<file path="config.mk">
export PLATFORM = sky130hd
export DESIGN_NAME = cmp_share_arbiter_flat
export DESIGN_NICKNAME = d
export VERILOG_FILES = /design/src/rtl/cmp_share_arbiter_if.sv /design/src/rtl/cmp_share_arbiter.sv /design/src/flat_wrapper.sv
export SDC_FILE = /design/constraint.sdc
export NUM_CORES = 1
export LEC_CHECK = 0
export ABC_AREA = 0
export ABC_CLOCK_PERIOD_IN_PS = 3400
export BUFFER_PORTS_ARGS = -buffer_cell sky130_fd_sc_hd__buf_2
export CORE_UTILIZATION = 45
export DETAILED_ROUTE_END_ITERATION = 10
export PLACE_DENSITY = 0.85
export SETUP_SLACK_MARGIN = 0.2
export SYNTH_ARGS = -nofsm -noshare
export SYNTH_HDL_FRONTEND = slang
export SYNTH_SLANG_ARGS = --single-unit
export TNS_END_PERCENT = 50
</file>
<file path="constraint.sdc">
create_clock -name clk -period 3.4 [get_ports clk]
set_input_delay 0.68 -clock clk [delete_from_list [all_inputs] [get_ports clk]]
set_output_delay 0.68 -clock clk [all_outputs]
set_load 0.02 [all_outputs]
</file>
<file path="src/rtl/cmp_share_arbiter_if.sv">
// Request/response bundle between requester blocks and the shared-comparator
// arbiter. The master side issues operand pairs and consumes responses; the
// slave side is the arbiter.
interface cmp_share_arbiter_if #(
    parameter int N    = 8,
    parameter int NREQ = 4
);
    localparam int IDW = (NREQ > 1) ? $clog2(NREQ) : 1;

    logic [NREQ-1:0]   req_valid;
    logic [NREQ-1:0]   req_ready;
    logic [NREQ*N-1:0] req_a;
    logic [NREQ*N-1:0] req_b;
    logic              rsp_valid;
    logic              rsp_ready;
    logic [IDW-1:0]    rsp_id;
    logic              rsp_lt;
    logic              rsp_eq;
    logic              rsp_gt;

    modport master (
        output req_valid, req_a, req_b, rsp_ready,
        input  req_ready, rsp_valid, rsp_id, rsp_lt, rsp_eq, rsp_gt
    );

    modport slave (
        input  req_valid, req_a, req_b, rsp_ready,
        output req_ready, rsp_valid, rsp_id, rsp_lt, rsp_eq, rsp_gt
    );
endinterface

</file>
<file path="src/rtl/cmp_share_arbiter.sv">
// Round-robin arbiter that time-shares one magnitude comparator among NREQ
// requesters. Each accepted request takes three states: grant (IDLE), one
// cycle for the comparator to settle on registered operands (SETTLE), and a
// held response until the consumer accepts it (RESP). A sticky error flags
// comparator outputs that were not exactly one-hot when captured.
module cmp_share_arbiter #(
    parameter int N    = 8,
    parameter int NREQ = 4
) (
    input  logic                  clk,
    input  logic                  rst_n,
    cmp_share_arbiter_if.slave    bus,
    output logic [N-1:0]          cmp_a,
    output logic [N-1:0]          cmp_b,
    input  logic                  cmp_lt,
    input  logic                  cmp_eq,
    input  logic                  cmp_gt,
    output logic                  busy,
    output logic                  err
);
    localparam int IDW = (NREQ > 1) ? $clog2(NREQ) : 1;

    typedef enum logic [1:0] {IDLE, SETTLE, RESP} state_t;

    state_t         state_q, state_d;
    logic [IDW-1:0] ptr_q, ptr_d;
    logic [N-1:0]   cmp_a_q, cmp_a_d;
    logic [N-1:0]   cmp_b_q, cmp_b_d;
    logic           rsp_valid_q, rsp_valid_d;
    logic [IDW-1:0] rsp_id_q, rsp_id_d;
    logic           rsp_lt_q, rsp_lt_d;
    logic           rsp_eq_q, rsp_eq_d;
    logic           rsp_gt_q, rsp_gt_d;
    logic           err_q, err_d;

    logic            grant_found;
    logic [IDW-1:0]  grant_idx;
    logic [NREQ-1:0] req_ready_c;
    logic [2:0]      flags;
    logic            flags_onehot;
    int              idx;

    // Round-robin search: first valid requester at or above ptr, wrapping.
    always_comb begin
        grant_found = 1'b0;
        grant_idx   = '0;
        idx         = 0;
        for (int k = 0; k < NREQ; k++) begin
            idx = int'(ptr_q) + k;
            if (idx >= NREQ) idx = idx - NREQ;
            if (!grant_found && bus.req_valid[idx[IDW-1:0]]) begin
                grant_found = 1'b1;
                grant_idx   = idx[IDW-1:0];
            end
        end
    end

    // Comparator flag sanity: a healthy comparator asserts exactly one flag.
    always_comb begin
        flags        = {cmp_lt, cmp_eq, cmp_gt};
        flags_onehot = (flags == 3'b100) || (flags == 3'b010) || (flags == 3'b001);
    end

    // FSM next-state, operand capture and response bookkeeping.
    always_comb begin
        state_d     = state_q;
        ptr_d       = ptr_q;
        cmp_a_d     = cmp_a_q;
        cmp_b_d     = cmp_b_q;
        rsp_valid_d = rsp_valid_q;
        rsp_id_d    = rsp_id_q;
        rsp_lt_d    = rsp_lt_q;
        rsp_eq_d    = rsp_eq_q;
        rsp_gt_d    = rsp_gt_q;
        err_d       = err_q;
        req_ready_c = '0;
        case (state_q)
            IDLE: begin
                if (grant_found) begin
                    req_ready_c = NREQ'(1) << grant_idx;
                    cmp_a_d     = bus.req_a[grant_idx*N +: N];
                    cmp_b_d     = bus.req_b[grant_idx*N +: N];
                    rsp_id_d    = grant_idx;
                    ptr_d       = (grant_idx == IDW'(NREQ - 1)) ? '0 : grant_idx + 1'b1;
                    state_d     = SETTLE;
                end
            end
            SETTLE: begin
                rsp_lt_d    = cmp_lt;
                rsp_eq_d    = cmp_eq;
                rsp_gt_d    = cmp_gt;
                rsp_valid_d = 1'b1;
                if (!flags_onehot) err_d = 1'b1;
                state_d     = RESP;
            end
            RESP: begin
                // Returning to IDLE means the next grant is at least one
                // cycle after the response handshake.
                if (bus.rsp_ready) begin
                    rsp_valid_d = 1'b0;
                    state_d     = IDLE;
                end
            end
            default: state_d = IDLE;
        endcase
    end

    // State register; an asynchronous reset discards any in-flight request.
    always_ff @(posedge clk or negedge rst_n) begin
        if (!rst_n) begin
            state_q     <= IDLE;
            ptr_q       <= '0;
            cmp_a_q     <= '0;
            cmp_b_q     <= '0;
            rsp_valid_q <= 1'b0;
            rsp_id_q    <= '0;
            rsp_lt_q    <= 1'b0;
            rsp_eq_q    <= 1'b0;
            rsp_gt_q    <= 1'b0;
            err_q       <= 1'b0;
        end else begin
            state_q     <= state_d;
            ptr_q       <= ptr_d;
            cmp_a_q     <= cmp_a_d;
            cmp_b_q     <= cmp_b_d;
            rsp_valid_q <= rsp_valid_d;
            rsp_id_q    <= rsp_id_d;
            rsp_lt_q    <= rsp_lt_d;
            rsp_eq_q    <= rsp_eq_d;
            rsp_gt_q    <= rsp_gt_d;
            err_q       <= err_d;
        end
    end

    // Grant is forced low while reset is asserted so nothing looks accepted.
    assign bus.req_ready = rst_n ? req_ready_c : '0;
    assign bus.rsp_valid = rsp_valid_q;
    assign bus.rsp_id    = rsp_id_q;
    assign bus.rsp_lt    = rsp_lt_q;
    assign bus.rsp_eq    = rsp_eq_q;
    assign bus.rsp_gt    = rsp_gt_q;
    assign cmp_a         = cmp_a_q;
    assign cmp_b         = cmp_b_q;
    assign busy          = (state_q != IDLE);
    assign err           = err_q;
endmodule

</file>
<file path="src/flat_wrapper.sv">
// flat-port wrapper written by rule: the top's interface ports become plain ports
module cmp_share_arbiter_flat 
#(
    parameter int N    = 8,
    parameter int NREQ = 4
)
  (clk, rst_n, cmp_a, cmp_b, cmp_lt, cmp_eq, cmp_gt, busy, err, bus_req_valid, bus_req_a, bus_req_b, bus_rsp_ready, bus_req_ready, bus_rsp_valid, bus_rsp_id, bus_rsp_lt, bus_rsp_eq, bus_rsp_gt);
  cmp_share_arbiter_if #(.N(N), .NREQ(NREQ)) bus_i ();
  input  logic clk;
  input  logic rst_n;
  output logic [N-1:0] cmp_a;
  output logic [N-1:0] cmp_b;
  input  logic cmp_lt;
  input  logic cmp_eq;
  input  logic cmp_gt;
  output logic busy;
  output logic err;
  input wire logic [$bits(bus_i.req_valid)-1:0] bus_req_valid;
  input wire logic [$bits(bus_i.req_a)-1:0] bus_req_a;
  input wire logic [$bits(bus_i.req_b)-1:0] bus_req_b;
  input wire logic [$bits(bus_i.rsp_ready)-1:0] bus_rsp_ready;
  output wire logic [$bits(bus_i.req_ready)-1:0] bus_req_ready;
  output wire logic [$bits(bus_i.rsp_valid)-1:0] bus_rsp_valid;
  output wire logic [$bits(bus_i.rsp_id)-1:0] bus_rsp_id;
  output wire logic [$bits(bus_i.rsp_lt)-1:0] bus_rsp_lt;
  output wire logic [$bits(bus_i.rsp_eq)-1:0] bus_rsp_eq;
  output wire logic [$bits(bus_i.rsp_gt)-1:0] bus_rsp_gt;
  assign bus_i.req_valid = bus_req_valid;
  assign bus_i.req_a = bus_req_a;
  assign bus_i.req_b = bus_req_b;
  assign bus_i.rsp_ready = bus_rsp_ready;
  assign bus_req_ready = bus_i.req_ready;
  assign bus_rsp_valid = bus_i.rsp_valid;
  assign bus_rsp_id = bus_i.rsp_id;
  assign bus_rsp_lt = bus_i.rsp_lt;
  assign bus_rsp_eq = bus_i.rsp_eq;
  assign bus_rsp_gt = bus_i.rsp_gt;
  cmp_share_arbiter #(.N(N), .NREQ(NREQ)) u_core (.clk(clk), .rst_n(rst_n), .bus(bus_i), .cmp_a(cmp_a), .cmp_b(cmp_b), .cmp_lt(cmp_lt), .cmp_eq(cmp_eq), .cmp_gt(cmp_gt), .busy(busy), .err(err));
endmodule
</file>
Word-level counts from Yosys, hierarchy flattened
Index checks and enable logic that the tools add are counted.
{ "totals": {"input_bits": 74, "word_cells": 82, "out_inout_bits": 28, "register_bits": 27} }
{ "classes": {"add_sub_neg": 8, "n_mux": 29, "n_eq_ne": 8, "order_cmp": 8, "n_bitwise": 1, "shifts": 3, "n_reduce_logical": 15} }
{ "op_table": {"columns": ["cell", "count"], "rows": [
  ["32-bit by 6-bit indexed part select with 8-bit output", 2],
  ["2-bit two-way mux", 11],
  ["2-bit by 3-bit < comparator with 1-bit output, second input constant", 4],
  ["4-bit two-way mux", 3],
  ["3-bit >= comparator, second input constant", 3],
  ["1-bit two-way mux", 9],
  ["1-bit binary-select mux with 2-bit select", 4],
  ["2-bit AND reduction", 4],
  ["2-bit by 1-bit subtractor with 2-bit output, second input constant", 4],
  ["2-bit by 2-bit adder with 3-bit output, second input constant", 2],
  ["2-bit case mux with 3 select lines", 1],
  ["2-bit == test, second input constant", 2],
  ["2-bit nonzero test", 2],
  ["1-bit by 2-bit left shift with 4-bit output, first input constant", 1],
  ["2-bit by 1-bit adder with 3-bit output, second input constant", 1],
  ["3-bit by 1-bit == test with 1-bit output, second input constant", 1],
  ["3-bit by 2-bit == test with 1-bit output, second input constant", 1],
  ["3-bit == test, second input constant", 1],
  ["2-bit by 3-bit >= comparator with 1-bit output, second input constant", 1],
  ["1-bit logical AND", 3],
  ["1-bit zero test", 3],
  ["2-bit by 1-bit adder with 2-bit output, second input constant", 1],
  ["2-bit by 1-bit == test with 1-bit output, second input constant", 1],
  ["2-bit zero test", 1],
  ["other kinds (5)", 6]
]} }

Longest topological paths before layout
Gate-level depths: netlist of the first run.
{ "depth": {"ltp_word": 18, "ltp_mapped": 8, "mapped_depth_nobuf": 7} }

Worst setup path before layout of the first run
No wires, ideal clock.
{ "synth_path": {"path_kind": "input port to output port", "start": "input port bus_req_valid[2]", "end": "output port bus_req_ready[1]", "n_path_buf": 0, "stages": 5, "t_arrival_ns": 1.886, "path_slack_ns": 0.834, "t_required_ns": 2.720, "cell_sequence": "nor2b_1 -> o21ai_1 -> o21ai_0 -> a21oi_1 -> nor3b_1"} }
{ "synth_between": {"elab_chain_len": 16, "elab_cells_between_ends": 26, "classes_between": "1 x shift; 19 x mux; 6 x reduce/logical"} }
{ "synth_lines": {"columns": ["item", "line_no", "text"], "rows": [
  ["start: declaration", "flat_wrapper.sv:18", "input wire logic [$bits(bus_i.req_valid)-1:0] bus_req_valid;"],
  ["1-bit binary-select mux with 2-bit select", "cmp_share_arbiter.sv:51", "if (!grant_found && bus.req_valid[idx[IDW-1:0]]) begin"],
  ["1-bit two-way mux (not written as such)", "cmp_share_arbiter.sv:51", null],
  ["1-bit two-way mux", "cmp_share_arbiter.sv:51", null],
  ["1-bit zero test", "cmp_share_arbiter.sv:51", null],
  ["1-bit logical AND", "cmp_share_arbiter.sv:51", null],
  ["1-bit two-way mux", "cmp_share_arbiter.sv:51", null],
  ["1-bit zero test", "cmp_share_arbiter.sv:51", null],
  ["1-bit logical AND", "cmp_share_arbiter.sv:51", null],
  ["1-bit two-way mux", "cmp_share_arbiter.sv:51", null],
  ["1-bit zero test", "cmp_share_arbiter.sv:51", null],
  ["1-bit logical AND", "cmp_share_arbiter.sv:51", null],
  ["2-bit two-way mux", "cmp_share_arbiter.sv:51", null],
  ["1-bit by 2-bit left shift with 4-bit output", "cmp_share_arbiter.sv:80", "req_ready_c = NREQ'(1) << grant_idx;"],
  ["4-bit two-way mux (*)", "cmp_share_arbiter.sv:79", "if (grant_found) begin"],
  ["4-bit two-way mux (*)", "cmp_share_arbiter.sv:77", "case (state_q)"],
  ["4-bit two-way mux (*)", "cmp_share_arbiter.sv:136", "assign bus.req_ready = rst_n ? req_ready_c : '0;"],
  ["end: declaration", "flat_wrapper.sv:22", "output wire logic [$bits(bus_i.req_ready)-1:0] bus_req_ready;"]
]} }
Every way passes the cells marked *; elsewhere a longest branch is shown, timed or not. The select of a mux whose other input is x is not followed.

Final worst setup path of the first run
Same ends and word-level chain as after synthesis.

==> out/metrics.cfg, run 1 <==
[power]
clock_power_share=0.079
p_seq_frac=0.325
p_int_mw=0.956
vdd_drop_max_uv=450
power_frac_comb=0.596
leakage_nw=1.18
powerDensity_nw_per_um2=822
swShare=0.457
p_switching_mw=0.806
power_mw=1.76

[clock_tree]
clockRootBuffer=clkbuf_4
clkLatencyLatePin_ns=0.32
cts_max_level=1
clk_pin_slew_ns=0.14
cts_made_buffers=3
post_cts_resize_count=0
post-cts-setup-buffers=0
cts_tree=done
clock_sinks=27
ctsHoldBuffers=0
cts_max_path_buffers=2

[detailed_routing]
drtIter0Drc=46
routed_wirelength_microns=3720
dr.pass1.iters=4
wl_per_cell_microns=12.6
routed_via_density=5.09
routed-via-count=1501
postRouteAntennaNets=0
drc=0

[logic_synthesis]
synthArstFlopShare=1.00
synth_top_area_frac=0.429
synth.avg_cell_area_sq_um=10.6
yosysSeqAreaShare=0.429
netlist_area_sq_um=1570
ys_warn_count=0
synth_ff_type=dfrtp_1
synth_area_leaders=dfrtp_1 43%, mux2i_1 20%, o221ai_1 8.9%
yosys-top-cells-count=32 x mux2i_1, 27 x dfrtp_1, 27 x nand2_1, 16 x o221ai_1, 7 x nor2_1
ys_types=30
yosys.area.top_type=dfrtp_1
synth_fp_nets=224
ys_ff_latch=27
synth_most_common_cell=mux2i_1
synth_edf_count=0
syn_inst=149

[setup_path]
critPathLaunchType=input pin
critPathKind=in2out
reg2reg_to=u_core.cmp_a[1]
crit_path_end_kind=output port
crit_required_ns=2.72
critPathMaxFanout=5
r2r_start=u_core.ptr_q[0]
worst_ep_arrival_time_ns=2.10
r2r_slack_ns=1.50
worstRegToRegCells=6

[die]
io_pins=102
die_x_microns=61.1
dieArea_sq_um=3740
start_util=0.472
design.core.area_sq_um=3340
die_h_microns=61.1
row_count=21

[timing]
drv_slew=0
setup_viol=0
relSlewSlack=0.623
fin_skew_ns=0.00237
fin_setup_tns_ns=0
max_freq_mhz=360
post-route-period-util=0.818
rsz0062_at_grt=no
min_period_ns=2.78
hold_viol=0
tightest_slew_ns=0.565

[min_path]
worstHoldPathType=in2async

[placed_design]
hpwl_microns=2950
gp_congestion=0.712
dp.cells=291
placed_cell_area_sq_um=2110
numPortBuffers=101

[global_routing]
grtUsageTotal=0.200
grt_pass1_wl_microns=5510
gr-total-overflow=0
grt_pass1_vias=1298
grt_max_degree=33
antenna_found_initial=0

[final_layout]
layoutNonFillerInstCount=295
diodes=0
area_growth_syn_to_layout_pct=36.2
nets=325
postLayoutCellArea_sq_um=2140
drive_above_1_share=0.466
postLayoutCoreUtil=0.642

[flow_run]
drv_cap=0

[run_status]
status=finished clean

registers in the layout, indices dropped and copies added, names as in the netlist, 2 cells and up:
| name | count |
|---|---|
| u_core.bus.rsp_id | 2 |
| u_core.cmp_b | 8 |
| u_core.state_q | 2 |
| u_core.cmp_a | 8 |
| u_core.ptr_q | 2 |
power by group through the flow:
stage	registers, mW	clock network [mW]	logic, mW
finish	0.573	0.139	1.05
detailed placement	0.574	0	1.07
floorplan	0.728	0	0.621
global placement	0.573	0	1.04
global route	0.598	0.154	1.15
CTS	0.571	0.144	1.07
stage by stage:
step | hold slack [ns] | setup slack, ns
after floorplan | 0.384 | 0.834
after global placement | 0.459 | 0.721
after detailed placement | 0.470 | 0.655
after CTS | 0.139 | 0.642
after global routing | 0.124 | 0.510
final | 0.141 | 0.619
placed cells by master (no fill, tap or decap):
cell / count
buf_2: 101
mux2i_1: 32
nand2_1: 27
dfrtp_1: 27
o221ai_1: 16
nor2_1: 7
nor2b_1: 4
mux2_2: 4
o21ai_0: 3
clkbuf_4: 3
buf_4: 3
a21oi_1: 2
nor3b_1: 2
inv_1: 2
a21boi_1: 1
o32a_4: 1
or2_2: 1
o21ai_1: 1
a21o_1: 1
clkinv_1: 1
nor3_1: 1
o221ai_4: 1
and3_1: 1
nand2b_4: 1
o31ai_1: 1
nand2b_1: 1
xnor2_1: 1
o21bai_1: 1
ha_1: 1
clkinvlp_4: 1
final cells by class:
type	instances	area [sq um]
fill	297	1190
multi-input combinational	111	841
sequential	27	676
timing repair buffer	104	528
tap	46	57.6
clock buffer	3	22.5
inverter	3	11.3
clock inverter	1	7.51
worst max-delay path, stage by stage:
cell and delay, ns:
buf_2 0.12, nor2b_1 0.14, o21ai_1 0.24, o21ai_0 0.13, a21oi_1 0.33, nor3b_1 0.26
buf_2 0.20
metal layers:
layer  up-vias  share of wire  global-route usage
li1        751              -                   -
met1       689           0.44               0.261
met3         2          0.059              0.0315
met4         0         0.0048              0.0487
met5         -              0                   0
met2        59           0.49               0.348
logic make-up after synthesis:
kind of cell | after synthesis | share of synthesized area
and+or+nand+nor | 45 | 0.130
muxes | 36 | 0.232
AOI/OAI and AO/OA | 28 | 0.151
DFF | 27 | 0.429
buffers and inverters | 11 | 0.0437
xor gates and xnor gates | 1 | 0.00557
adders and majority gates | 1 | 0.00795
worst max-delay path by stage:
stage	start	to	slack, ns
after floorplan	bus_req_valid[2]	bus_req_ready[1]	0.83
after global placement	bus_req_valid[2]	bus_req_ready[1]	0.72
after detailed placement	bus_req_valid[2]	bus_req_ready[1]	0.66
after CTS	bus_req_valid[2]	bus_req_ready[1]	0.64
after global routing	bus_req_valid[2]	bus_req_ready[1]	0.51
final	bus_req_valid[2]	bus_req_ready[1]	0.62
Note: power is estimated with default switching activity, not from simulation.
==> run 2, diff against run 1 <==
ABC_CLOCK_PERIOD_IN_PS = 2750   (was 3400)
CORE_UTILIZATION = 42   (was 45)
PLACE_DENSITY = 0.8   (was 0.85)
clock period = 2.75 ns   (was 3.4 ns; I/O delays follow)
==> run 2 against run 1 <==
Setup slack got worse by 0.28 ns. Wire length rose by 11%. Combinational power rose by 28%.
==> out/metrics.cfg, run 2 (synthesized netlist as in run 1, its figures left out) <==
[clock_tree]
clock_sinks=27  ; unchanged
clockRootBuffer=clkbuf_8
clk_pin_slew_ns=0.09  ; -0.05 ns
clkLatencyLatePin_ns=0.27  ; -0.05 ns
cts_tree=done
cts_max_level=1  ; unchanged
ctsHoldBuffers=0  ; unchanged
cts_made_buffers=3  ; unchanged
post_cts_resize_count=0  ; unchanged
cts_max_path_buffers=2  ; unchanged
post-cts-setup-buffers=0  ; unchanged

[die]
design.core.area_sq_um=3470  ; +3.9%
start_util=0.454  ; -0.0179
die_h_microns=63.2  ; +3.4%
die_x_microns=63.2  ; +3.4%
io_pins=102  ; unchanged
dieArea_sq_um=4000  ; +6.9%
row_count=21  ; unchanged

[global_routing]
grt_max_degree=33  ; unchanged
grtUsageTotal=0.210  ; +0.0106
gr-total-overflow=0  ; unchanged
grt_pass1_wl_microns=6690  ; +21%
grt_pass1_vias=1501  ; +16%
antenna_found_initial=0  ; unchanged

[setup_path]
crit_top_cell=buf_2
crit_path_end_kind=output port
worstPathCellList=buf_2, nor2b_1, a21boi_1, o32a_4, ha_1, and3_1, buf_2
crit_path_top_delay_cell=o32a_4
crit_path_max_incr_delay_ns=0.40  ; +0.07 ns
reg2reg_to=u_core.cmp_a[7]
critPathKind=in2out
critPathMaxFanout=6  ; +1
crit_required_ns=2.20  ; -0.52 ns
critPathLaunch=bus_req_valid[2]
critPathLaunchType=input pin
r2r_start=u_core.ptr_q[0]
r2r_slack_ns=0.80  ; -0.70 ns
worst_ep_arrival_time_ns=1.86  ; -0.24 ns
worstRegToRegCells=6  ; unchanged

[timing]
max_freq_mhz=414
drv_slew=0  ; unchanged
setup_ws_ns=0.336  ; -0.283 ns
relSlewSlack=0.588  ; -0.0345
tightest_slew_ns=0.616  ; +0.0517 ns
post-route-period-util=0.878
rsz0062_at_grt=no
fin_skew_ns=0.00188  ; -0.000492 ns
whs_ns=0.281  ; +0.140 ns
min_period_ns=2.41
fin_setup_tns_ns=0  ; unchanged
setup_viol=0  ; unchanged
hold_viol=0  ; unchanged

[detailed_routing]
routed_via_density=5.15  ; +1.3%
drtIter0Drc=84  ; +83%
drc=0  ; unchanged
postRouteAntennaNets=0  ; unchanged
routed-via-count=1525  ; +1.6%
wl_per_cell_microns=13.9  ; +10%
routed_wirelength_microns=4120  ; +11%
dr.pass1.iters=4  ; unchanged

[final_layout]
mostFrequentLayoutCells=101 x buf_2, 32 x mux2i_1, 27 x nand2_1, 27 x dfrtp_1, 16 x o221ai_1
area_growth_syn_to_layout_pct=37.7
layout_commonest_cell=buf_2
diodes=0  ; unchanged
drive_above_1_share=0.468  ; +0.00214
nets=326  ; +0.31%

[placed_design]
numPortBuffers=101  ; unchanged
hpwl_microns=3150  ; +6.8%
dp_slack_ns=0.356  ; -0.299 ns
gp_congestion=0.848  ; +19%

[power]
leakage_nw=1.20  ; +1.4%
powerDensity_nw_per_um2=1040  ; +27%
power_mw=2.26  ; +28%
vdd_drop_max_uv=472  ; +4.7%

[min_path]
worstHoldPathType=in2async

[flow_run]
drv_cap=0  ; unchanged

[run_status]
status=finished clean

==> run 2: routing by layer <==
metal | wire, microns | GRT usage
met1 | 1790 | 0.249
met2 | 2090 | 0.383
met3 | 178 | 0.0236
met4 | 49 | 0.0852
met5 | 0 | 0
==> run 2: worst max-delay path: cells and delay by family <==
kind | cells | cell delay [ns]
AOI/OAI and AO/OA | 2 | 0.53
buffers and inverters | 2 | 0.27
and+or+nand+nor | 2 | 0.29
adders and majority gates | 1 | 0.22
==> run 2: worst max path at each step <==
stage | slack (ns) | end | cells after the start
CTS | 0.35 | bus_req_ready[3] | 7
detailed placement | 0.36 | bus_req_ready[3] | 7
global route | 0.23 | bus_req_ready[2] | 6
global placement | 0.38 | bus_req_ready[3] | 7
floorplan | 0.44 | bus_req_ready[1] | 5
finish | 0.34 | bus_req_ready[3] | 7
==> run 2: where the power goes <==
group          switching (mW)  internal [mW]
clock                   0.117          0.101
combinational           0.792          0.547
sequential              0.110          0.593
==> run 2: layout make-up <==
cell class,instances,area [sq um]
Clock buffer,3,41.3
Inverter,3,11.3
Multi-Input combinational cell,111,841
Tap cell,46,57.6
Fill cell,309,1300
Sequential cell,27,676
Clock inverter,1,5.00
Timing Repair Buffer,105,536
==> run 2: stage by stage <==
step                cells  utilization  area, sq um
global route          296        0.625         2170
floorplan             149            -         1570
CTS                   296        0.625         2170
detailed placement    292        0.611         2120
global placement      292        0.611         2120
finish                296        0.625         2170
==> run 3, diff against run 2 <==
PLACE_DENSITY = not set   (was 0.8)
PLACE_DENSITY_LB_ADDON = 0.25   (was not set)
==> run 3 against run 2 <==
Core utilization about the same. Non-clock buffer count unchanged. Sequential power hardly changed. Hold slack worse by 0.18 ns. Wire length is 11% lower. Total power down 1.5%. Critical endpoint is now bus_req_ready[1]. Largest power group unchanged.
==> out/metrics.cfg, run 3 (synthesized netlist as in run 1, its figures left out) <==
[power]
power_frac_comb=0.587  ; -0.005
swShare=0.442  ; -0.00857
vdd_drop_max_uv=423  ; -10%
clock_power_share=0.096  ; about the same
leakage_nw=1.20  ; -0.23%
p_int_mw=1.24  ; about the same
powerDensity_nw_per_um2=1030  ; -1.4%
p_switching_mw=0.985  ; -3.3%
p_seq_frac=0.316  ; +0.005
power_mw=2.23  ; -1.5%

[timing]
rsz0062_at_grt=no
fin_setup_tns_ns=0  ; unchanged
tightest_slew_ns=0.609  ; -0.00697 ns
drv_slew=0  ; unchanged
post-route-period-util=0.867  ; -0.0111
fin_skew_ns=0.00134  ; -0.000536 ns
max_freq_mhz=420  ; +1.3%
relSlewSlack=0.593  ; +0.00466
setup_viol=0  ; unchanged
hold_viol=0  ; unchanged
min_period_ns=2.38  ; -0.0307 ns

[detailed_routing]
routed_wirelength_microns=3660  ; -11%
postRouteAntennaNets=0  ; unchanged
wl_per_cell_microns=12.4  ; -11%
drc=0  ; unchanged
drtIter0Drc=35  ; -58%
routed_via_density=4.99  ; -3.1%
dr.pass1.iters=4  ; unchanged
routed-via-count=1477  ; -3.1%

[die]
row_count=21  ; unchanged
io_pins=102  ; unchanged
die_x_microns=63.2  ; unchanged
dieArea_sq_um=4000  ; unchanged
start_util=0.454  ; unchanged
die_h_microns=63.2  ; unchanged
design.core.area_sq_um=3470  ; unchanged

[setup_path]
crit_required_ns=2.20  ; about the same
timing.critical_path.buf_inv=2  ; unchanged
worstPathCellList=or2_2, a21o_1, clkinv_1, nand2_1, nor3b_1, buf_2
critPathTopFamily=simple AND/OR/NAND/NOR gates
worst_ep_arrival_time_ns=1.83  ; -0.03 ns
critPathMaxFanout=7  ; +1
critPathLaunchType=register
worstRegToRegCells=6  ; unchanged
crit_path_end_kind=output port
r2r_start=u_core.ptr_q[0]
crit_path_max_incr_delay_ns=0.41  ; about the same
reg2reg_to=u_core.cmp_a[4]
critPathLaunch=u_core.state_q[1]
r2r_slack_ns=0.84  ; +0.04 ns
crit_path_top_delay_cell=dfrtp_1
critPathKind=reg2out

[final_layout]
nets=326  ; unchanged
postLayoutCoreUtil=0.624  ; about the same
diodes=0  ; unchanged
layoutNonFillerInstCount=296  ; unchanged
layout_commonest_cell=buf_2
postLayoutCellArea_sq_um=2170  ; about the same
area_growth_syn_to_layout_pct=37.6  ; about the same
mostFrequentLayoutCells=101 x buf_2, 32 x mux2i_1, 27 x nand2_1, 27 x dfrtp_1, 16 x o221ai_1
drive_above_1_share=0.464  ; -0.00400

[placed_design]
hpwl_microns=2860  ; -9.1%
numPortBuffers=101  ; unchanged
gp_congestion=0.727  ; -14%
placed_cell_area_sq_um=2120  ; unchanged
dp.cells=292  ; unchanged

[clock_tree]
post-cts-setup-buffers=0  ; unchanged
cts_made_buffers=3  ; unchanged
post_cts_resize_count=0  ; unchanged
cts_max_path_buffers=2  ; unchanged
cts_max_level=1  ; unchanged
ctsHoldBuffers=0  ; unchanged
clk_pin_slew_ns=0.08  ; about the same
clockRootBuffer=clkbuf_8
cts_tree=done
clkLatencyLatePin_ns=0.26  ; about the same
clock_sinks=27  ; unchanged

[global_routing]
antenna_found_initial=0  ; unchanged
grtUsageTotal=0.189  ; -0.0212
grt_pass1_wl_microns=6000  ; -10%
grt_max_degree=33  ; unchanged
grt_pass1_vias=1379  ; -8.1%
gr-total-overflow=0  ; unchanged

[min_path]
worstHoldPathType=in2async

[flow_run]
drv_cap=0  ; unchanged

[run_status]
status=finished clean

-- run 3: worst max path at each step --
stage                             to  slack [ns]  depth (start not counted)
floorplan           bus_req_ready[1]        0.44                          5
global placement    bus_req_ready[3]        0.39                          7
detailed placement  bus_req_ready[3]        0.37                          7
CTS                 bus_req_ready[1]        0.36                          6
global route        bus_req_ready[2]        0.25                          6
finish              bus_req_ready[1]        0.37                          6
-- run 3: final cells by class --
cell class | count | area (sq um)
timing repair buffer | 105 | 536
fill | 318 | 1300
tap | 46 | 57.6
sequential | 27 | 676
inverter | 3 | 11.3
clock buffer | 4 | 45.0
multi-input combinational | 111 | 841
-- run 3: power by group through the flow --
stage	clock network, mW	logic (mW)	registers [mW]
global route	0.240	1.45	0.733
global placement	0	1.31	0.709
floorplan	0	0.768	0.900
finish	0.215	1.31	0.704
CTS	0.224	1.33	0.704
detailed placement	0	1.33	0.709
-- run 3: layer usage --
| layer | track usage | wire [microns] | vias to the layer above |
|---|---|---|---|
| met5 | 0 | 0 | - |
| met4 | 0.0511 | 18 | 0 |
| met3 | 0.0290 | 252 | 2 |
| met2 | 0.329 | 1730 | 65 |
| met1 | 0.242 | 1660 | 663 |
| li1 | - | - | 747 |
-- run 3: metrics by stage --
stage          setup slack, ns  hold slack, ns
2_1_floorplan            0.444           0.254
4_1_cts                  0.357           0.100
3_3_place_gp             0.387           0.392
3_5_place_dp             0.374           0.392
5_1_grt                  0.252          0.0967
6_report                 0.367           0.102
